## config.mk

```make
export PLATFORM = sky130hd
export DESIGN_NAME = i2s_dsd_top
export DESIGN_NICKNAME = d
export VERILOG_FILES = /design/src/rtl/i2s_dsd_pkg.sv /design/src/rtl/i2s_dsd_top_dsm2.sv /design/src/rtl/i2s_dsd_top.sv
export SDC_FILE = /design/constraint.sdc
export NUM_CORES = 1
export LEC_CHECK = 0
export CORE_ASPECT_RATIO = 0.7
export CORE_UTILIZATION = 50
export CTS_CLUSTER_SIZE = 20
export DETAILED_ROUTE_END_ITERATION = 8
export HOLD_SLACK_MARGIN = 0.15
export PLACE_DENSITY = 0.65
export SLEW_MARGIN = 15
export SYNTH_ARGS = -nofsm -noshare
export SYNTH_HDL_FRONTEND = slang
export SYNTH_HIERARCHICAL = 1
export SYNTH_SLANG_ARGS = --single-unit
```

## constraint.sdc

```tcl
create_clock -name I2S_BCKorDSDCLK -period 13.4 [get_ports I2S_BCKorDSDCLK]
set_clock_uncertainty 0.2 [all_clocks]
set_input_delay 2.68 -clock I2S_BCKorDSDCLK [delete_from_list [all_inputs] [get_ports I2S_BCKorDSDCLK]]
set_output_delay 2.68 -clock I2S_BCKorDSDCLK [all_outputs]
set_load 0.01 [all_outputs]
```

## src/rtl/i2s_dsd_pkg.sv

```systemverilog
// Shared widths, feedback levels and saturating arithmetic for the I2S-to-DSD path.
package i2s_dsd_pkg;
   localparam int DATA_W = 16;
   localparam int ACC_W  = 24;
   localparam int SUM_W  = ACC_W + 2;

   localparam logic signed [ACC_W-1:0] FB_POS  = ACC_W'(2**(DATA_W-1));
   localparam logic signed [ACC_W-1:0] FB_NEG  = -FB_POS;
   localparam logic signed [ACC_W-1:0] ACC_MAX = {1'b0, {(ACC_W-1){1'b1}}};
   localparam logic signed [ACC_W-1:0] ACC_MIN = {1'b1, {(ACC_W-1){1'b0}}};

   // a + b - c evaluated with two guard bits, then clamped to the accumulator range
   function automatic logic signed [ACC_W-1:0] sat_add3(
      input logic signed [ACC_W-1:0] a,
      input logic signed [ACC_W-1:0] b,
      input logic signed [ACC_W-1:0] c
   );
      logic signed [SUM_W-1:0] s;
      s = SUM_W'(a) + SUM_W'(b) - SUM_W'(c);
      if (s > SUM_W'(ACC_MAX))
         return ACC_MAX;
      else if (s < SUM_W'(ACC_MIN))
         return ACC_MIN;
      else
         return s[ACC_W-1:0];
   endfunction
endpackage

```

## src/rtl/i2s_dsd_top_dsm2.sv

```systemverilog
// Second-order delta-sigma modulator, one channel. The output bit register lives
// in the top so it can be shared with the bypass path; it is fed back here.
module dsm2_mod
   import i2s_dsd_pkg::*;
(
   input  logic                     clk_i,
   input  logic                     rst_i,
   input  logic                     en_i,
   input  logic signed [DATA_W-1:0] x_i,
   input  logic                     fb_bit_i,
   output logic                     bit_d_o
);
   logic signed [ACC_W-1:0] i1_q, i1_d;
   logic signed [ACC_W-1:0] i2_q, i2_d;
   logic signed [ACC_W-1:0] x_ext;
   logic signed [ACC_W-1:0] fb;

   always_comb begin
      x_ext   = ACC_W'(x_i);
      fb      = fb_bit_i ? FB_POS : FB_NEG;
      bit_d_o = ~i2_q[ACC_W-1];
      i1_d    = '0;
      i2_d    = '0;
      // Both integrators use pre-update values; disabled means held at zero.
      if (en_i) begin
         i1_d = sat_add3(i1_q, x_ext, fb);
         i2_d = sat_add3(i2_q, i1_q, fb);
      end
   end

   always_ff @(posedge clk_i or posedge rst_i) begin
      if (rst_i) begin
         i1_q <= '0;
         i2_q <= '0;
      end else begin
         i1_q <= i1_d;
         i2_q <= i2_d;
      end
   end
endmodule

```

## src/rtl/i2s_dsd_top.sv

```systemverilog
// I2S receiver feeding two second-order modulators, with a native-DSD bypass
// sharing the same pins. Everything runs on the incoming bit clock.
module i2s_dsd_top
   import i2s_dsd_pkg::*;
(
   input  logic I2S_BCKorDSDCLK,
   input  logic I2S_RST,
   input  logic I2S_LRCKorDSD2,
   input  logic I2S_DATAorDSD1,
   input  logic DSD_ON,
   output logic DSDCLK,
   output logic DSDLEFT,
   output logic DSDRIGHT
);
   logic [DATA_W-1:0] shift_q, shift_d;
   logic [DATA_W-1:0] lat_l_q, lat_l_d;
   logic [DATA_W-1:0] lat_r_q, lat_r_d;
   logic              lr_prev_q;
   logic              dsd_l_q, dsd_l_d;
   logic              dsd_r_q, dsd_r_d;
   logic              mod_l_bit, mod_r_bit;

   assign DSDCLK   = ~I2S_BCKorDSDCLK;
   assign DSDLEFT  = dsd_l_q;
   assign DSDRIGHT = dsd_r_q;

   always_comb begin
      shift_d = {shift_q[DATA_W-2:0], I2S_DATAorDSD1};
      lat_l_d = lat_l_q;
      lat_r_d = lat_r_q;
      // A word-select change marks the bit on this edge as the LSB of the previous slot.
      if (I2S_LRCKorDSD2 != lr_prev_q) begin
         if (!lr_prev_q)
            lat_l_d = shift_d;
         else
            lat_r_d = shift_d;
      end
      dsd_l_d = DSD_ON ? mod_l_bit : I2S_DATAorDSD1;
      dsd_r_d = DSD_ON ? mod_r_bit : I2S_LRCKorDSD2;
   end

   always_ff @(posedge I2S_BCKorDSDCLK or posedge I2S_RST) begin
      if (I2S_RST) begin
         shift_q   <= '0;
         lat_l_q   <= '0;
         lat_r_q   <= '0;
         lr_prev_q <= 1'b0;
         dsd_l_q   <= 1'b0;
         dsd_r_q   <= 1'b0;
      end else begin
         shift_q   <= shift_d;
         lat_l_q   <= lat_l_d;
         lat_r_q   <= lat_r_d;
         lr_prev_q <= I2S_LRCKorDSD2;
         dsd_l_q   <= dsd_l_d;
         dsd_r_q   <= dsd_r_d;
      end
   end

   dsm2_mod u_mod_l (
      .clk_i    (I2S_BCKorDSDCLK),
      .rst_i    (I2S_RST),
      .en_i     (DSD_ON),
      .x_i      ($signed(lat_l_q)),
      .fb_bit_i (dsd_l_q),
      .bit_d_o  (mod_l_bit)
   );

   dsm2_mod u_mod_r (
      .clk_i    (I2S_BCKorDSDCLK),
      .rst_i    (I2S_RST),
      .en_i     (DSD_ON),
      .x_i      ($signed(lat_r_q)),
      .fb_bit_i (dsd_r_q),
      .bit_d_o  (mod_r_bit)
   );
endmodule

```

==> metrics <==
starting density of the core about half; Area growth syn-to-layout 6.60%; Post-CTS Hold Fix Bufs 0; clock network latency to the later pin of the worst-skew pair 440 ps; Mapped Cells 1355; gpl congestion 0.908; FF+latch area 3650 um2; post-layout util roughly 54%; placed instance count 1651; first drt pass iteration count 5; Crit Path Class clk -> out; Die X between 150 and 200 um; CP endpoint kind output pin; top cells by area, synth dfrtp_1, ha_1, inv_1; RSZ-0062 raised after global routing no; CTS resizes 0; footprint of the multi-input gates 7730 um2; fill cell count 2223; count of final setup violators 0; relative slew slack 29.4%; final hold vios 0; post-synthesis sequential area ratio 29.0%; Ys Warns 6; Die Y 135 um; FP Rows 48; mapped cell area 12600 um2; PortBufs 7; DR iter-0 viols 650; CP max FO 16; Post-CTS Setup Bufs 0; Layout Nets 1542; commonest non-fill, non-tap cell in the layout inv_1; CTS Root Cell clkbuf_16; crit path DAT 7670 ps; Least-Margin Pin Slew about 1100 ps; Reg clk slew, reported paths 60 ps; number of global-route vias before repair 8921; first-pass GRT wire length 46.0 mm; Core Box Area 24700 um2; number of enable flip-flop cells after synthesis 0; # Max-Cap Violations 0; DRC Markers 0; post-synthesis cell type count a little over 80; initial antenna violation count 0; most used cells in the layout excluding fill and tap cells inv_1, ha_1, dfrtp_1, a21oi_1, o21ai_0; Total Die Area roughly 26000 um2; CTS max path bufs 2; H-tree depth 4; detailed placement HPWL 20.7 mm; hold crit path type reg -> reg; Avg Cell Area, Syn 9.29 um2; Ports 8; post-DR wirelength/cell 16.3 um; setup TNS 0 ps; diode count 0; CTS Buf Count 17; critical path required time between 10000 and 15000 ps; post-synth top area share 29.0%; overall via count from detail_route 9293; asr flop ratio synth 100%; post-route ant nets 0; Final Slew Violations 0; layout cell share with drive strength beyond 1 10.2%; CP Launch Type clock port; ys flop type dfrtp_1; run status finished, final reports clean; GRT overflow 0; FF+latch count, synth 146; Yosys top cell by area dfrtp_1; Syn Nets about 1600; Non-Filler Instances 1683; largest net degree at the start of global routing 51; GRT Util Overall 22.7%; drt total wl 27.5 mm; CTS tree yes; Vias/cell between 5 and 6
-- cells by family (layout without fill, tap and decap cells) --
group	Yosys count	after routing	share of synthesized area, %
buf+inv	286	289	9.66
simple gates	232	232	9.44
mux	36	36	3.79
compound gates	382	382	21.5
flops	146	146	29.0
xor+xnor	81	81	5.63
fa+ha+maj	192	192	21.0
-- state kept, by name (all words and copies together), names as in the netlist --
| register | cells |
|---|---|
| u_mod_l/i2_q | 24 |
| lat_r_q | 16 |
| DSDRIGHT | 1 |
| DSDLEFT | 1 |
| lat_l_q | 16 |
| u_mod_r/i1_q | 24 |
| u_mod_r/i2_q | 24 |
| u_mod_l/i1_q | 24 |
| lr_prev_q | 1 |
| shift_q | 15 |
-- final cells by class --
type                    count  share of cell area [%]
inverters                 242                    6.77
clock inverters            15                    1.32
well taps                 325                    3.03
multi-input cells         923                    57.6
repair buffers             13                   0.839
flip-flops and latches    146                    27.2
clock buffers              19                    3.27
-- routing by layer --
metal	share of wire (%)	routed length [um]	track usage (%)
met1	57	15600	37.7
met2	39	10700	29.7
met3	3.9	1070	4.05
met4	0.47	129	4.06
met5	0	0	0
-- synthesized netlist by cell type, types with 6 or more instances --
cell type / count
nand2b_1: 16
o21ai_1: 21
nand3_1: 24
nand3b_1: 6
a21oi_1: 82
o21a_1: 16
o31ai_2: 18
mux2_2: 14
buf_2: 6
dfrtp_1: 146
nor2b_1: 16
xnor2_1: 35
o31ai_1: 9
o21ai_0: 69
clkbuf_1: 18
mux2_4: 20
nor3_1: 11
buf_6: 15
and2_1: 6
o211ai_1: 8
nand4_1: 15
o21bai_1: 6
a31oi_1: 13
a211oi_1: 7
a21o_1: 61
nor2_1: 55
ha_1: 160
and3_1: 6
o21ai_2: 16
inv_1: 243
nand2_1: 56
fa_1: 32
xor2_1: 46
-- critical path, stage by stage --
cell and delay [ps]:
clkbuf_16 200, clkbuf_16 190, inv_1 50, clkdlybuf4s50_1 520
-- stage by stage --
step,hold WS [ps],instance area [um2],worst slack [ps]
global placement,197,12800,3280
finish,207,13400,2850
CTS,215,13400,2830
floorplan,165,12600,3750
detailed placement,198,12800,3280
global route,221,13400,2820
-- path summary, 6_finish.rpt --
kind                                               from  cells after the start                    endpoint  slack (ps)
worst max register to register  lat_r_q[15]$_DFFE_PP0P_                     14  u_mod_r/i1_q[19]$_DFF_PP0_        8560
worst max-delay path                    I2S_BCKorDSDCLK                      4                      DSDCLK        2850
max in group asynchronous                       I2S_RST                      3   u_mod_l/i1_q[6]$_DFF_PP0_        9910
worst min-delay path              shift_q[12]$_DFF_PP0_                      0       shift_q[13]$_DFF_PP0_         210
min in group asynchronous                       I2S_RST                      3  u_mod_r/i1_q[23]$_DFF_PP0_        2610
worst min register to register    shift_q[12]$_DFF_PP0_                      0       shift_q[13]$_DFF_PP0_         210
Power is left out: the tool's default activity adds up to more than one toggle a clock period on the data nets, which glitch-free logic cannot reach.
